<file path="config.mk">
export PLATFORM = sky130hd
export DESIGN_NAME = mips_lsu_flat
export DESIGN_NICKNAME = d
export VERILOG_FILES = /design/src/rtl/mips_lsu_pkg.sv /design/src/rtl/mips_lsu_if.sv /design/src/rtl/mips_lsu_lane.sv /design/src/rtl/mips_lsu.sv /design/src/flat_wrapper.sv
export SDC_FILE = /design/constraint.sdc
export NUM_CORES = 1
export LEC_CHECK = 0
export BUFFER_PORTS_ARGS = -buffer_cell sky130_fd_sc_hd__buf_2
export CAP_MARGIN = 20
export CORE_MARGIN = 2
export CORE_UTILIZATION = 40
export CTS_CLUSTER_DIAMETER = 80
export DETAILED_ROUTE_END_ITERATION = 6
export PLACE_DENSITY_LB_ADDON = 0.3
export SLEW_MARGIN = 10
export SYNTH_ARGS = -nofsm -noshare
export SYNTH_HDL_FRONTEND = slang
export SYNTH_SLANG_ARGS = --single-unit
</file>
<file path="constraint.sdc">
create_clock -name clk -period 3.6 [get_ports clk]
set_clock_uncertainty 0.15 [all_clocks]
set_input_delay 0.72 -clock clk [delete_from_list [all_inputs] [get_ports clk]]
set_output_delay 0.72 -clock clk [all_outputs]
set_load 0.01 [all_outputs]
</file>
<file path="src/rtl/mips_lsu_pkg.sv">
// mips_lsu_pkg: shared size encodings, FSM state type and alignment helper
// for the MIPS load/store unit.
package mips_lsu_pkg;

   localparam logic [1:0] SZ_BYTE = 2'b00;
   localparam logic [1:0] SZ_HALF = 2'b01;
   localparam logic [1:0] SZ_WORD = 2'b10;

   typedef enum logic [1:0] {
      IDLE = 2'b00,
      WAIT = 2'b01,
      RESP = 2'b10
   } state_t;

   // Half needs an even address, word needs a 4-byte aligned address.
   // The unused size code 2'b11 is treated as a word.
   function automatic logic is_misaligned(input logic [1:0] size, input logic [1:0] lo);
      logic mis;
      case (size)
         SZ_BYTE: mis = 1'b0;
         SZ_HALF: mis = lo[0];
         default: mis = (lo != 2'b00);
      endcase
      return mis;
   endfunction

endpackage

</file>
<file path="src/rtl/mips_lsu_if.sv">
// mips_lsu_if: pipeline request/response, memory port and reservation
// invalidate signals of the load/store unit, bundled for port connection.
interface mips_lsu_if #(parameter int ADDR_W = 32);

   logic              req_valid;
   logic              req_ready;
   logic              req_we;
   logic [1:0]        req_size;
   logic              req_signed;
   logic              req_atomic;
   logic [ADDR_W-1:0] req_addr;
   logic [31:0]       req_wdata;
   logic [4:0]        req_rd;

   logic              rsp_valid;
   logic [31:0]       rsp_data;
   logic [4:0]        rsp_rd;
   logic              rsp_wb;
   logic              rsp_misaligned;

   logic              mem_read_en;
   logic [3:0]        mem_write_en;
   logic [ADDR_W-1:0] mem_addr;
   logic [31:0]       mem_write_data;
   logic [31:0]       mem_read_data;
   logic              mem_ack;

   logic              stall;
   logic              resv_clear;

   // Pipeline / memory side (drives requests and memory replies).
   modport master (
      output req_valid, req_we, req_size, req_signed, req_atomic, req_addr, req_wdata, req_rd,
      input  req_ready,
      input  rsp_valid, rsp_data, rsp_rd, rsp_wb, rsp_misaligned,
      input  mem_read_en, mem_write_en, mem_addr, mem_write_data,
      output mem_read_data, mem_ack,
      input  stall,
      output resv_clear
   );

   // Load/store unit side.
   modport slave (
      input  req_valid, req_we, req_size, req_signed, req_atomic, req_addr, req_wdata, req_rd,
      output req_ready,
      output rsp_valid, rsp_data, rsp_rd, rsp_wb, rsp_misaligned,
      output mem_read_en, mem_write_en, mem_addr, mem_write_data,
      input  mem_read_data, mem_ack,
      output stall,
      input  resv_clear
   );

endinterface

</file>
<file path="src/rtl/mips_lsu_lane.sv">
// mips_lsu_lane: big-endian byte-lane steering. Builds write enables and
// replicated store data, and extracts/extends the addressed load lane.
module mips_lsu_lane
   import mips_lsu_pkg::*;
(
   input  logic [1:0]  size,
   input  logic        sign_ext,
   input  logic [1:0]  offset,
   input  logic [31:0] store_data,
   input  logic [31:0] load_raw,
   output logic [3:0]  byte_en,
   output logic [31:0] store_lanes,
   output logic [31:0] load_data
);

   logic [7:0]  lane_b;
   logic [15:0] lane_h;

   // Lane selection: offset 0 is the most significant byte/half.
   always_comb begin
      byte_en     = 4'b0000;
      store_lanes = 32'h0000_0000;
      load_data   = 32'h0000_0000;
      lane_b      = 8'h00;
      lane_h      = 16'h0000;
      case (size)
         SZ_BYTE: begin
            byte_en     = 4'b1000 >> offset;
            store_lanes = {4{store_data[7:0]}};
            case (offset)
               2'b00:   lane_b = load_raw[31:24];
               2'b01:   lane_b = load_raw[23:16];
               2'b10:   lane_b = load_raw[15:8];
               default: lane_b = load_raw[7:0];
            endcase
            load_data = {{24{sign_ext & lane_b[7]}}, lane_b};
         end
         SZ_HALF: begin
            byte_en     = offset[1] ? 4'b0011 : 4'b1100;
            store_lanes = {2{store_data[15:0]}};
            lane_h      = offset[1] ? load_raw[15:0] : load_raw[31:16];
            load_data   = {{16{sign_ext & lane_h[15]}}, lane_h};
         end
         default: begin
            byte_en     = 4'b1111;
            store_lanes = store_data;
            load_data   = load_raw;
         end
      endcase
   end

endmodule

</file>
<file path="src/rtl/mips_lsu.sv">
// mips_lsu: single-outstanding load/store unit with LL/SC support.
// Optional feature: define MIPS_LSU_LLSC_EN to build the LL/SC reservation;
// without it LL is a plain load and SC always writes and returns 1.
module mips_lsu
   import mips_lsu_pkg::*;
#(
   parameter int ADDR_W    = 32,
   parameter int RESV_LOG2 = 2
) (
   input  logic      clk,
   input  logic      rst,
   input  logic      en,
   mips_lsu_if.slave bus
);

   localparam int TAG_W = ADDR_W - RESV_LOG2;

   state_t            state;
   state_t            next_state;

   logic              r_we;
   logic [1:0]        r_size;
   logic              r_signed;
   logic              r_atomic;
   logic [ADDR_W-1:0] r_addr;
   logic [31:0]       r_wdata;
   logic [4:0]        r_rd;
   logic              r_mis;
   logic              r_sc_ok;
   logic [31:0]       r_rdata;

   logic              accept;
   logic              req_mis;
   logic              resv_hit;
   logic              sc_fail;
   logic              mem_done;

   logic [3:0]        lane_be;
   logic [31:0]       lane_wd;
   logic [31:0]       lane_ld;

   assign accept   = (state == IDLE) && bus.req_valid && en;
   assign req_mis  = is_misaligned(bus.req_size, bus.req_addr[1:0]);
   assign mem_done = (state == WAIT) && bus.mem_ack && en;

`ifdef MIPS_LSU_LLSC_EN
   logic             resv_valid;
   logic [TAG_W-1:0] resv_tag;

   assign resv_hit = resv_valid && (resv_tag == bus.req_addr[ADDR_W-1:RESV_LOG2]);

   // Reservation: external clear has priority, then any store that really
   // writes the reserved granule (plain or successful SC), then LL completion.
   always_ff @(posedge clk or posedge rst) begin
      if (rst) begin
         resv_valid <= 1'b0;
         resv_tag   <= {TAG_W{1'b0}};
      end else if (en) begin
         if (bus.resv_clear) begin
            resv_valid <= 1'b0;
         end else if (accept && bus.req_we && !req_mis && resv_hit) begin
            resv_valid <= 1'b0;
         end else if (mem_done && r_atomic && !r_we) begin
            resv_valid <= 1'b1;
            resv_tag   <= r_addr[ADDR_W-1:RESV_LOG2];
         end
      end
   end
`else
   logic unused_resv;
   assign unused_resv = bus.resv_clear;
   assign resv_hit    = 1'b1;
`endif

   assign sc_fail = bus.req_we && bus.req_atomic && !resv_hit;

   mips_lsu_lane u_lane (
      .size        (r_size),
      .sign_ext    (r_signed),
      .offset      (r_addr[1:0]),
      .store_data  (r_wdata),
      .load_raw    (r_rdata),
      .byte_en     (lane_be),
      .store_lanes (lane_wd),
      .load_data   (lane_ld)
   );

   // FSM state register.
   always_ff @(posedge clk or posedge rst) begin
      if (rst) begin
         state <= IDLE;
      end else begin
         state <= next_state;
      end
   end

   // Next state: requests without a memory access skip straight to RESP.
   always_comb begin
      next_state = state;
      case (state)
         IDLE: begin
            if (accept) begin
               next_state = (req_mis || sc_fail) ? RESP : WAIT;
            end else begin
               next_state = IDLE;
            end
         end
         WAIT: begin
            if (mem_done) begin
               next_state = RESP;
            end else begin
               next_state = WAIT;
            end
         end
         RESP: begin
            if (en) begin
               next_state = IDLE;
            end else begin
               next_state = RESP;
            end
         end
         default: next_state = IDLE;
      endcase
   end

   // Request latch at acceptance and read-data capture on memory completion.
   always_ff @(posedge clk or posedge rst) begin
      if (rst) begin
         r_we     <= 1'b0;
         r_size   <= 2'b00;
         r_signed <= 1'b0;
         r_atomic <= 1'b0;
         r_addr   <= {ADDR_W{1'b0}};
         r_wdata  <= 32'h0000_0000;
         r_rd     <= 5'd0;
         r_mis    <= 1'b0;
         r_sc_ok  <= 1'b0;
         r_rdata  <= 32'h0000_0000;
      end else if (accept) begin
         r_we     <= bus.req_we;
         r_size   <= bus.req_size;
         r_signed <= bus.req_signed;
         r_atomic <= bus.req_atomic;
         r_addr   <= bus.req_addr;
         r_wdata  <= bus.req_wdata;
         r_rd     <= bus.req_rd;
         r_mis    <= req_mis;
         r_sc_ok  <= resv_hit;
      end else if (mem_done) begin
         r_rdata  <= bus.mem_read_data;
      end
   end

   // Outputs decoded from the state and latched request only.
   always_comb begin
      bus.req_ready      = (state == IDLE);
      bus.stall          = (state != IDLE);
      bus.mem_read_en    = 1'b0;
      bus.mem_write_en   = 4'b0000;
      bus.mem_addr       = {ADDR_W{1'b0}};
      bus.mem_write_data = 32'h0000_0000;
      bus.rsp_valid      = 1'b0;
      bus.rsp_data       = 32'h0000_0000;
      bus.rsp_rd         = 5'd0;
      bus.rsp_wb         = 1'b0;
      bus.rsp_misaligned = 1'b0;
      case (state)
         WAIT: begin
            bus.mem_addr = r_addr;
            if (r_we) begin
               bus.mem_write_en   = lane_be;
               bus.mem_write_data = lane_wd;
            end else begin
               bus.mem_read_en    = 1'b1;
            end
         end
         RESP: begin
            bus.rsp_valid      = 1'b1;
            bus.rsp_rd         = r_rd;
            bus.rsp_misaligned = r_mis;
            if (r_mis) begin
               bus.rsp_data = 32'h0000_0000;
               bus.rsp_wb   = 1'b0;
            end else if (!r_we) begin
               bus.rsp_data = lane_ld;
               bus.rsp_wb   = 1'b1;
            end else if (r_atomic) begin
               bus.rsp_data = {31'd0, r_sc_ok};
               bus.rsp_wb   = 1'b1;
            end else begin
               bus.rsp_data = 32'h0000_0000;
               bus.rsp_wb   = 1'b0;
            end
         end
         default: begin
            bus.rsp_valid = 1'b0;
         end
      endcase
   end

endmodule
</file>
<file path="src/flat_wrapper.sv">
// flat-port wrapper written by rule: the top's interface ports become plain ports
module mips_lsu_flat import mips_lsu_pkg::*;
#(
   parameter int ADDR_W    = 32,
   parameter int RESV_LOG2 = 2
)
  (clk, rst, en, bus_req_valid, bus_req_we, bus_req_size, bus_req_signed, bus_req_atomic, bus_req_addr, bus_req_wdata, bus_req_rd, bus_req_ready, bus_rsp_valid, bus_rsp_data, bus_rsp_rd, bus_rsp_wb, bus_rsp_misaligned, bus_mem_read_en, bus_mem_write_en, bus_mem_addr, bus_mem_write_data, bus_mem_read_data, bus_mem_ack, bus_stall, bus_resv_clear);
  mips_lsu_if #(.ADDR_W(ADDR_W)) bus_i ();
  input  logic clk;
  input  logic rst;
  input  logic en;
  input wire logic [$bits(bus_i.req_valid)-1:0] bus_req_valid;
  input wire logic [$bits(bus_i.req_we)-1:0] bus_req_we;
  input wire logic [$bits(bus_i.req_size)-1:0] bus_req_size;
  input wire logic [$bits(bus_i.req_signed)-1:0] bus_req_signed;
  input wire logic [$bits(bus_i.req_atomic)-1:0] bus_req_atomic;
  input wire logic [$bits(bus_i.req_addr)-1:0] bus_req_addr;
  input wire logic [$bits(bus_i.req_wdata)-1:0] bus_req_wdata;
  input wire logic [$bits(bus_i.req_rd)-1:0] bus_req_rd;
  output wire logic [$bits(bus_i.req_ready)-1:0] bus_req_ready;
  output wire logic [$bits(bus_i.rsp_valid)-1:0] bus_rsp_valid;
  output wire logic [$bits(bus_i.rsp_data)-1:0] bus_rsp_data;
  output wire logic [$bits(bus_i.rsp_rd)-1:0] bus_rsp_rd;
  output wire logic [$bits(bus_i.rsp_wb)-1:0] bus_rsp_wb;
  output wire logic [$bits(bus_i.rsp_misaligned)-1:0] bus_rsp_misaligned;
  output wire logic [$bits(bus_i.mem_read_en)-1:0] bus_mem_read_en;
  output wire logic [$bits(bus_i.mem_write_en)-1:0] bus_mem_write_en;
  output wire logic [$bits(bus_i.mem_addr)-1:0] bus_mem_addr;
  output wire logic [$bits(bus_i.mem_write_data)-1:0] bus_mem_write_data;
  input wire logic [$bits(bus_i.mem_read_data)-1:0] bus_mem_read_data;
  input wire logic [$bits(bus_i.mem_ack)-1:0] bus_mem_ack;
  output wire logic [$bits(bus_i.stall)-1:0] bus_stall;
  input wire logic [$bits(bus_i.resv_clear)-1:0] bus_resv_clear;
  assign bus_i.req_valid = bus_req_valid;
  assign bus_i.req_we = bus_req_we;
  assign bus_i.req_size = bus_req_size;
  assign bus_i.req_signed = bus_req_signed;
  assign bus_i.req_atomic = bus_req_atomic;
  assign bus_i.req_addr = bus_req_addr;
  assign bus_i.req_wdata = bus_req_wdata;
  assign bus_i.req_rd = bus_req_rd;
  assign bus_req_ready = bus_i.req_ready;
  assign bus_rsp_valid = bus_i.rsp_valid;
  assign bus_rsp_data = bus_i.rsp_data;
  assign bus_rsp_rd = bus_i.rsp_rd;
  assign bus_rsp_wb = bus_i.rsp_wb;
  assign bus_rsp_misaligned = bus_i.rsp_misaligned;
  assign bus_mem_read_en = bus_i.mem_read_en;
  assign bus_mem_write_en = bus_i.mem_write_en;
  assign bus_mem_addr = bus_i.mem_addr;
  assign bus_mem_write_data = bus_i.mem_write_data;
  assign bus_i.mem_read_data = bus_mem_read_data;
  assign bus_i.mem_ack = bus_mem_ack;
  assign bus_stall = bus_i.stall;
  assign bus_i.resv_clear = bus_resv_clear;
  mips_lsu #(.ADDR_W(ADDR_W), .RESV_LOG2(RESV_LOG2)) u_core (.clk(clk), .rst(rst), .en(en), .bus(bus_i));
endmodule
</file>
Yosys cells after proc, flatten, opt, wreduce, memory -nomap -nowiden
Cells that the tools add are included.
Widths: inputs -> output; s select.
{"block": "op_classes", "eq_ne": 6, "n_shift": 1, "n_mux": 31, "bitwise_logic": 3, "reduce_logical": 11}
{"cell": "$mux 32", "n": 6}
{"cell": "$pmux 32 s2", "n": 2}
{"cell": "$pmux 8 s3", "n": 1}
{"cell": "$mux 16", "n": 1}
{"cell": "$mux 4", "n": 3}
{"cell": "$mux 1", "n": 9}
{"cell": "$eq 2x1->1 const B", "n": 4}
{"cell": "$logic_not 2->1", "n": 4}
{"cell": "$mux 2", "n": 4}
{"cell": "$mux 8", "n": 1}
{"cell": "$pmux 4 s2", "n": 1}
{"cell": "$pmux 2 s3", "n": 1}
{"cell": "$mux 5", "n": 1}
{"cell": "$eq 2x2->1 const B", "n": 2}
{"cell": "$logic_and 1x1->1", "n": 4}
{"cell": "$reduce_bool 2->1", "n": 2}
{"cell": "$shr 4x2->4 const A", "n": 1}
{"cell": "$and 1x1->1", "n": 2}
{"cell": "$pmux 1 s2", "n": 1}
{"cell": "$reduce_and 2->1", "n": 1}
{"cell": "$not 1->1", "n": 1}
{"block": "word_totals", "ff_bits": 110, "inputBits": 112}

Depth between registers and ports, before layout
Gate-level depths: netlist of run 1.
{"block": "depth", "depth_word": 8, "ltp_mapped": 7, "ltp_nobuf": 4}

Hierarchy
A second synthesis of run 1 with hierarchy kept.
{"block": "hier_totals", "cells_unflattened": 696, "area_unflattened_um2": 6203.4}
{"module": "mips_lsu", "n_inst": 1, "cells_each": 528, "area_per_inst_um2": 5046.1, "seq_area_each_um2": 2752.6}
{"module": "mips_lsu_lane", "n_inst": 1, "cells_each": 168, "area_per_inst_um2": 1157.4, "seq_area_each_um2": 0.0}

Worst setup path before layout of run 1
OpenSTA, ideal clock, no wires.
{"block": "synth_path", "path_kind": "register to output", "startpoint": "register u_core.r_size[1]", "endpoint": "output port bus_rsp_data[0]", "arrival_time_ns": 1.543, "required_ns": 2.730, "slack_ns": 1.187, "path_stages_with_launch": 7, "path_buffers": 2, "cell_sequence": "dfrtp_1 -> buf_2 -> or2_1 -> clkbuf_1 -> o21ai_1 -> a221oi_1 -> a2111oi_2"}
{"block": "synth_between", "elab_chain_cells": 5}
{"item": "from (decl)", "line_no": "mips_lsu.sv:22", "rtl": "logic [1:0] r_size;"}
{"item": "from (signal assigned)", "line_no": "mips_lsu.sv:141", "rtl": "r_size <= bus.req_size;"}
{"item": "$eq 2x1->1 or $logic_not 2->1 (tied branches)"}
{"item": "$pmux 32 s2 (*)", "line_no": "mips_lsu_lane.sv:26", "rtl": "case (size)"}
{"item": "$mux 32 (*)", "line_no": "mips_lsu.sv:184", "rtl": "end else if (!r_we) begin"}
{"item": "$mux 32 (*)", "line_no": "mips_lsu.sv:181", "rtl": "if (r_mis) begin"}
{"item": "$mux 32 (*)", "line_no": "mips_lsu.sv:167", "rtl": "case (state)"}
{"item": "to (decl)", "line_no": "flat_wrapper.sv:22", "rtl": "output wire logic [$bits(bus_i.rsp_data)-1:0] bus_rsp_data;"}
Mark *: on every way between the ends. The rest lies on a longest branch, timed or not.

Worst setup path in the final report of run 1
{"block": "layout_path", "startpoint": "register u_core.r_size[1]", "endpoint": "output port bus_rsp_data[19]"}
The elaborated chain is that of the path after synthesis.

==> summary.md, run 1 <==
| Metric | Value |
|---|---|
| Overall Global Routing Usage | 0.192 |
| Leak Pwr | 0.00362 uW |
| Seq/Total Area, Yosys | 0.484 |
| Adder-cell share of the synthesized area | 0 |
| Die area | 0.0152 mm2 |
| DR iter-0 viols | 290 |
| Avg Cell Area, Syn | 11.0 um2 |
| Vias in the first global route | 4656 |
| Mux contribution to synthesized area | 0.244 |
| N_diodes | 0 |
| PwrDens | 707 mW/mm2 |
| Worst EP arrival | 2490 ps |
| Syn_nets | 629 |
| Via count | 4664 |
| Cells after synthesis | 517 |
| Setup tns final | 0 ps |
| TritonRoute pass-1 iters | 6 |
| Largest net degree at the start of global routing | 111 |
| Longest Clk Path Bufs | 2 |
| Period utilization | 0.934 |
| Vias per cell | 5.17 |
| Post-CTS setup buffer count | 0 |
| Post-CTS sizing | 0 |
| CP startpoint kind | register |
| Post-Synth XOR/XNOR Area | 0 |
| Final nets | 831 |
| Slew margin rel. | 0.368 |
| Core area | 0.0139 mm2 |
| Port buffer count | 221 |
| RSZ-0062 raised after global routing | no |
| Synth Area in Compound Gates | 0.114 |
| Max incr delay on CP | 800 ps |
| Largest family of logic cells by synthesized area | multiplexers |
| Chip width | 123 um |
| Share of cells above drive strength 1 | 0.517 |
| Row cnt | 43 |
| DRC | 0 |
| Synth Area in Simple Gates | 0.113 |
| Drt wl/cell | 16.2 um |
| First-pass GRT wire length | 22.7 mm |
| Data required, critical path | 2730 ps |
| Total CTS buffers | 9 |
| Async set-reset flop share out of synthesis | 1.00 |
| Yosys warns | 0 |
| Initial Util | 0.410 |
| Class of the most critical setup path | register to primary output |
| Final ANT Viol Nets | 0 |
| Sink Count | 110 |
| Setup Viol. Count Final | 0 |
| Max FO, Critical Path | 29 |
| Area of the mapped netlist | 0.00569 mm2 |
| Synth cell types | 38 |
| Hold Fails Final Rpt | 0 |
| Layout area overhead | 26.8% |
| Gp weighted congestion | 0.851 |
| Cell area after layout | 0.00721 mm2 |
| Worst hold-check path type | register to register |
| Most common flop cell mapped by yosys | dfrtp_1 |
| Placed Area | 0.00693 mm2 |
| Slowest CP cell | dfrtp_2 |
| Htree depth | 3 |
| Post-CTS Hold Buffers | 0 |
| Clock-pin slew on the worst setup and hold paths | 70 ps |
| Status | completed |
| Clk_lat worst skew | 350 ps |
| Post-synth EDFFs | 0 |
| Die Span Y | 123 um |
| Synthesis-stage register bit count | 110 |
| Clock root buffer | clkbuf_16 |
| Total of max-cap violations | 0 |
| Final WL | 14.6 mm |
| GR Overflow Total | 0 |
| Initial antenna violation count | 0 |
| DP Wirelength | 10.5 mm |
| Max-slew violation count | 0 |
| Crit path time final | 3360 ps |
| IO Count | 223 |
| VDD IR-drop max | 0.268 mV |
| Crit-path cells | or3_1 -> o32ai_4 -> o311ai_4 -> buf_4 -> a21oi_1 -> buf_2 |
| CP Capture Type | primary output |
| Upper clock frequency limit | 0.297 GHz |
| Worst slew pin tran | 946 ps |
| CTS tree | done |
==> path summary, 6_finish.rpt <==
kind                             startpoint  slack, ps                  to  cells past startpoint
max                        u_core.r_size[1]        240    bus_rsp_data[19]                      6
min                          u_core.r_sc_ok        320      u_core.r_sc_ok                      1
max reg2reg                 u_core.state[0]       1060  u_core.r_rdata[12]                      4
min reg2reg                  u_core.r_sc_ok        320      u_core.r_sc_ok                      1
max in group asynchronous               rst       2450    u_core.r_size[1]                      3
min in group asynchronous               rst        390  u_core.r_rdata[11]                      3
==> stage by stage <==
step	utilization	setup slack [ps]	hold WS, ps	total power [uW]	cells
floorplan	-	1190	285	3590	517
global placement	0.499	679	301	4140	887
detailed placement	0.499	617	308	4230	887
CTS	0.518	221	325	5140	902
global route	0.520	120	357	5460	903
finish	0.520	238	324	5100	903
==> cells in the mapped netlist, types with 2 or more instances <==
library cell,instances,area [um2]
clkbuf_1,15,56.3
mux2_2,107,1200
mux2i_1,17,170
o22ai_1,6,37.5
and3_1,8,50.1
buf_2,21,105
a221oi_1,2,17.5
nor2_1,32,120
dfrtp_1,110,2750
inv_1,20,75.1
o221ai_1,7,61.3
and2_1,38,238
a21o_1,2,15.0
nor2b_1,5,31.3
a21oi_2,11,96.3
nand2_1,28,105
a21oi_1,41,205
o21ai_0,24,120
or2_2,2,12.5
nand2b_1,3,18.8
==> state kept, by name, summed over array words and instances, names as in the netlist <==
signal	flops
u_core.r_rdata	32
u_core.r_mis	1
u_core.r_atomic	1
u_core.r_rd	5
u_core.r_we	1
u_core.r_sc_ok	1
u_core.state	2
u_core.r_size	2
u_core.r_wdata	32
u_core.r_signed	1
u_core.r_addr	32
==> power breakdown <==
| group | switching (uW) | internal [uW] | total, uW |
|---|---|---|---|
| Combinational | 1010 | 966 | 1980 |
| Sequential | 444 | 1770 | 2220 |
| Clock | 438 | 464 | 902 |
| Total | 1890 | 3200 | 5100 |
==> cells in the final DEF (no fill, tap or decap), types with 11 or more instances in the layout <==
cell type	netlist	final
buf_2	21	221
dfrtp_1	110	109
mux2_2	107	107
a21oi_1	41	41
and2_1	38	38
nor2_1	32	32
nand2_1	28	28
o21ai_0	24	24
inv_1	20	19
mux2i_1	17	17
a21oi_2	11	11
==> critical path, delay by kind of cell, from the launching register on <==
kind | cells | cell delay [ps]
flip-flops | 1 | 800
AO/OA/AOI/OAI | 3 | 490
buffers and inverters | 2 | 450
AND/OR/NAND/NOR | 1 | 390
==> logic make-up after synthesis <==
logic type | count (synthesis)
buf+inv | 58
compound gates | 100
simple gates | 124
mux | 125
flops | 110
==> per-layer routing <==
| layer | part of all wire | up-vias | track usage | wire length [um] |
|---|---|---|---|---|
| met5 | 0 | - | 0 | 0 |
| li1 | - | 2189 | - | - |
| met4 | 0.026 | 0 | 0.0767 | 376 |
| met3 | 0.082 | 27 | 0.0660 | 1200 |
| met1 | 0.41 | 2274 | 0.236 | 5990 |
| met2 | 0.48 | 174 | 0.310 | 7060 |
==> cell type report <==
class                      instances  area [um2]
multi-input combinational        349        2700
clock inverter                     4        25.0
timing repair buffer             229        1200
tap                              180         225
clock buffer                      11         233
inverter                          20        78.8
fill                            1330        6670
sequential                       110        2750
(Power assumes the default switching activity.)
==> run 2: changes to the inputs <==
- ABC_AREA: default -> 1
==> run 2 against run 1 <==
Combinational power rose by 22%. Global-route usage is 2.5 points higher. Sequential power about the same. Routed wire length is 8.6% higher. Die area down 1.2%. Core utilization fell by 0.19 points. Fmax rose by 2.6%. Register-to-register slack improved by 320 ps. Synthesized area decreased by 1.3%. Largest power group is now combinational cells. Highest routed layer unchanged.
==> summary.md, run 2 <==
| Metric | Value |
|---|---|
| Port buffer count | 221 (unchanged) |
| Gp weighted congestion | 0.895 (+5.1%) |
| Overall Global Routing Usage | 0.217 (+0.0251) |
| Leak Pwr | 0.00379 uW (+4.7%) |
| Met3 wire length | 1.36 mm (+14%) |
| Wl on met1 | 6.95 mm (+16%) |
| Most common flop cell mapped by yosys | dfrtp_1 |
| FF-to-FF End | u_core.r_rdata[0] |
| Via count | 5314 (+14%) |
| Htree depth | 3 (unchanged) |
| Multi-input gate area | 0.00242 mm2 (-10%) |
| Share of cells above drive strength 1 | 0.343 (-0.174) |
| Synthesis-stage register bit count | 110 (unchanged) |
| Class of the most critical setup path | register to primary output |
| RSZ-0062 raised after global routing | no |
| Final setup margin | 323 ps (+84.9 ps) |
| N_diodes | 0 (unchanged) |
| Largest net degree at the start of global routing | 111 (unchanged) |
| TritonRoute pass-1 iters | 4 (-2) |
| DP Wirelength | 11.3 mm (+7.6%) |
| First-pass GRT wire length | 25.3 mm (+12%) |
| Core area | 0.0138 mm2 (-0.78%) |
| Clock root buffer | clkbuf_16 |
| Total of max-cap violations | 0 (unchanged) |
| Vias in the first global route | 5042 (+8.3%) |
| Syn_nets | 806 (+28%) |
| HP Start | u_core.r_sc_ok |
| Die Span Y | 122 um (-0.61%) |
| Worst hold-check path type | register to register |
| Commonest cells post-synth | nand2_1 (154), dfrtp_1 (110), o21ai_0 (101), nor2_1 (99), inv_1 (61) |
| VDD IR-drop max | 0.394 mV (+47%) |
| Final WL | 15.9 mm (+8.6%) |
| Total CTS buffers | 9 (unchanged) |
| Async set-reset flop share out of synthesis | 1.00 (unchanged) |
| Hold Fails Final Rpt | 0 (unchanged) |
| Synth cell types | 31 (-18%) |
| Upper clock frequency limit | 0.305 GHz (+2.6%) |
| Hold endpoint | u_core.r_sc_ok |
| Row cnt | 43 (unchanged) |
| Biggest regs | u_core.r_addr (32), u_core.r_rdata (32), u_core.r_wdata (32) |
| Commonest cells after routing, fill and taps aside | buf_2 (221), nand2_1 (154), dfrtp_1 (110) |
| Clock-pin slew on the worst setup and hold paths | 70 ps (about the same) |
| FILL cells | 1406 (+5.7%) |
| Register area | 0.00275 mm2 (about the same) |
| Avg Cell Area, Syn | 8.09 um2 (-26%) |
| Worst EP arrival | 2410 ps (-80 ps) |
| CP startpoint kind | register |
| Period utilization | 0.910 (-0.0236) |
| Reg-to-reg critical path startpoint | u_core.state[0] |
| DR WL met2 | 7.31 mm (+3.4%) |
| Top post-synthesis cells by area | dfrtp_1 (49%), nand2_1 (10%), o21ai_0 (9.0%), nor2_1 (6.6%), mux2_2 (5.8%) |
| Layout area overhead | 27.0% |
| Setup Viol. Count Final | 0 (unchanged) |
| Seq/Total Area, Yosys | 0.490 (+0.00615) |
| CP Capture Type | primary output |
| Crit path time final | 3280 ps (-84.9 ps) |
| Max-slew violation count | 0 (unchanged) |
| Post-CTS Hold Buffers | 0 (unchanged) |
| Commonest non-fill, non-tap cell in the layout | buf_2 |
| Top sig layer | met4 |
| Area of the mapped netlist | 0.00562 mm2 (-1.3%) |
| Post-synth EDFFs | 0 (unchanged) |
| DRC | 0 (unchanged) |
| CTS tree | done |
| Worst slew pin tran | 1060 ps (+110 ps) |
| Post-synth top area cell | dfrtp_1 |
| Longest Clk Path Bufs | 2 (unchanged) |
| R2r worst-path depth | 4 (unchanged) |
| Status | completed |
| DR iter-0 viols | 318 (+9.7%) |
| PwrDens | 796 mW/mm2 (+13%) |
| Chip width | 122 um (-0.61%) |
| Count leader, synth | nand2_1 |
| Initial antenna violation count | 0 (unchanged) |
| Initial Util | 0.408 (-0.00198) |
| GR Overflow Total | 0 (unchanged) |
| Cells after synthesis | 694 (+34%) |
| Max FO, Critical Path | 25 (-14%) |
| Drt wl/cell | 14.7 um (-9.1%) |
| Synth top area share | 0.490 (+0.00615) |
| Clk_lat worst skew | 350 ps (about the same) |
| IO Count | 223 (unchanged) |
| Setup WS pre-CTS | 549 ps (-68.0 ps) |
| Final ANT Viol Nets | 0 (unchanged) |
| Final nets | 1005 (+21%) |
| Setup tns final | 0 ps (unchanged) |
| Slew margin rel. | 0.295 (-0.0727) |
| Data required, critical path | 2730 ps (about the same) |
| Die area | 0.0150 mm2 (-1.2%) |
| R2R Setup Slk | 1380 ps (+320 ps) |
| Sink Count | 110 (unchanged) |
| Yosys warns | 0 (unchanged) |
| Worst hold path depth | 1 (unchanged) |
| Vias per cell | 4.93 (-4.6%) |
==> run 2: changes by cell type after synthesis, moves of 38 or more <==
cell     delta
o21ai_0    +77
and2_1     -38
mux2_2     -78
nor2_1     +67
nand2_1   +126
inv_1      +41
==> run 2: worst max-delay path by stage <==
stage | startpoint | end | cells past startpoint | slack [ps]
floorplan | u_core.state[0] | bus_rsp_data[0] | 7 | 1360
global placement | u_core.r_size[1] | bus_rsp_data[14] | 6 | 590
detailed placement | u_core.r_size[1] | bus_rsp_data[13] | 6 | 550
CTS | u_core.r_size[1] | bus_rsp_data[13] | 6 | 160
global route | u_core.r_size[1] | bus_rsp_data[13] | 6 | 120
finish | u_core.r_size[1] | bus_rsp_data[14] | 6 | 320
==> run 2: cells by family (layout without fill, tap and decap cells) <==
logic type | count (synthesis) | in the layout | share of synthesized area
AOI/OAI and AO/OA | 155 | 155 | 0.143
buffers and inverters | 105 | 309 | 0.0800
DFF | 110 | 110 | 0.490
muxes | 32 | 32 | 0.0642
and+or+nand+nor | 292 | 292 | 0.222
==> run 2: cell type report <==
cell class                 count  share of cell area
inverter                      66              0.0362
tap                          180              0.0316
clock inverter                 5             0.00825
multi-input combinational    479               0.339
clock buffer                  11              0.0340
sequential                   110               0.386
timing repair buffer         227               0.165
==> run 2: critical path: stages (launching register included) <==
cell and delay, ps:
dfrtp_1 390, inv_2 320, nand2_1 370, nor2_2 430, a22oi_1 160, a21oi_1 220
buf_2 170
==> run 2: power by group <==
part           total (uW)  internal (uW)  leakage [uW]  switching (uW)
Sequential           2250           1830       0.00135             427
Clock                1010            559      0.000142             451
Combinational        2410            899       0.00229            1510
Total                5670           3280       0.00379            2390
==> run 2: stage by stage <==
stage	total power, uW	utilization	std cells	hold WS [ps]	area (um2)
CTS	5710	0.517	1078	325	7130
global route	6160	0.518	1078	346	7130
floorplan	3900	-	694	284	5620
finish	5670	0.518	1078	324	7130
global placement	4620	0.496	1062	305	6830
detailed placement	4680	0.496	1062	302	6830
==> run 2: repair_timing <==
action | CTS | global route
resized for setup | 0 | 1
setup endpoints to repair | 0 | 7
buffers inserted | 0 | 0
==> run 2: per-layer routing <==
layer / vias up / GRT usage
met2: 222 / 0.352
met3: 16 / 0.0520
met5: - / 0
li1: 2611 / -
met1: 2465 / 0.286
met4: 0 / 0.0747
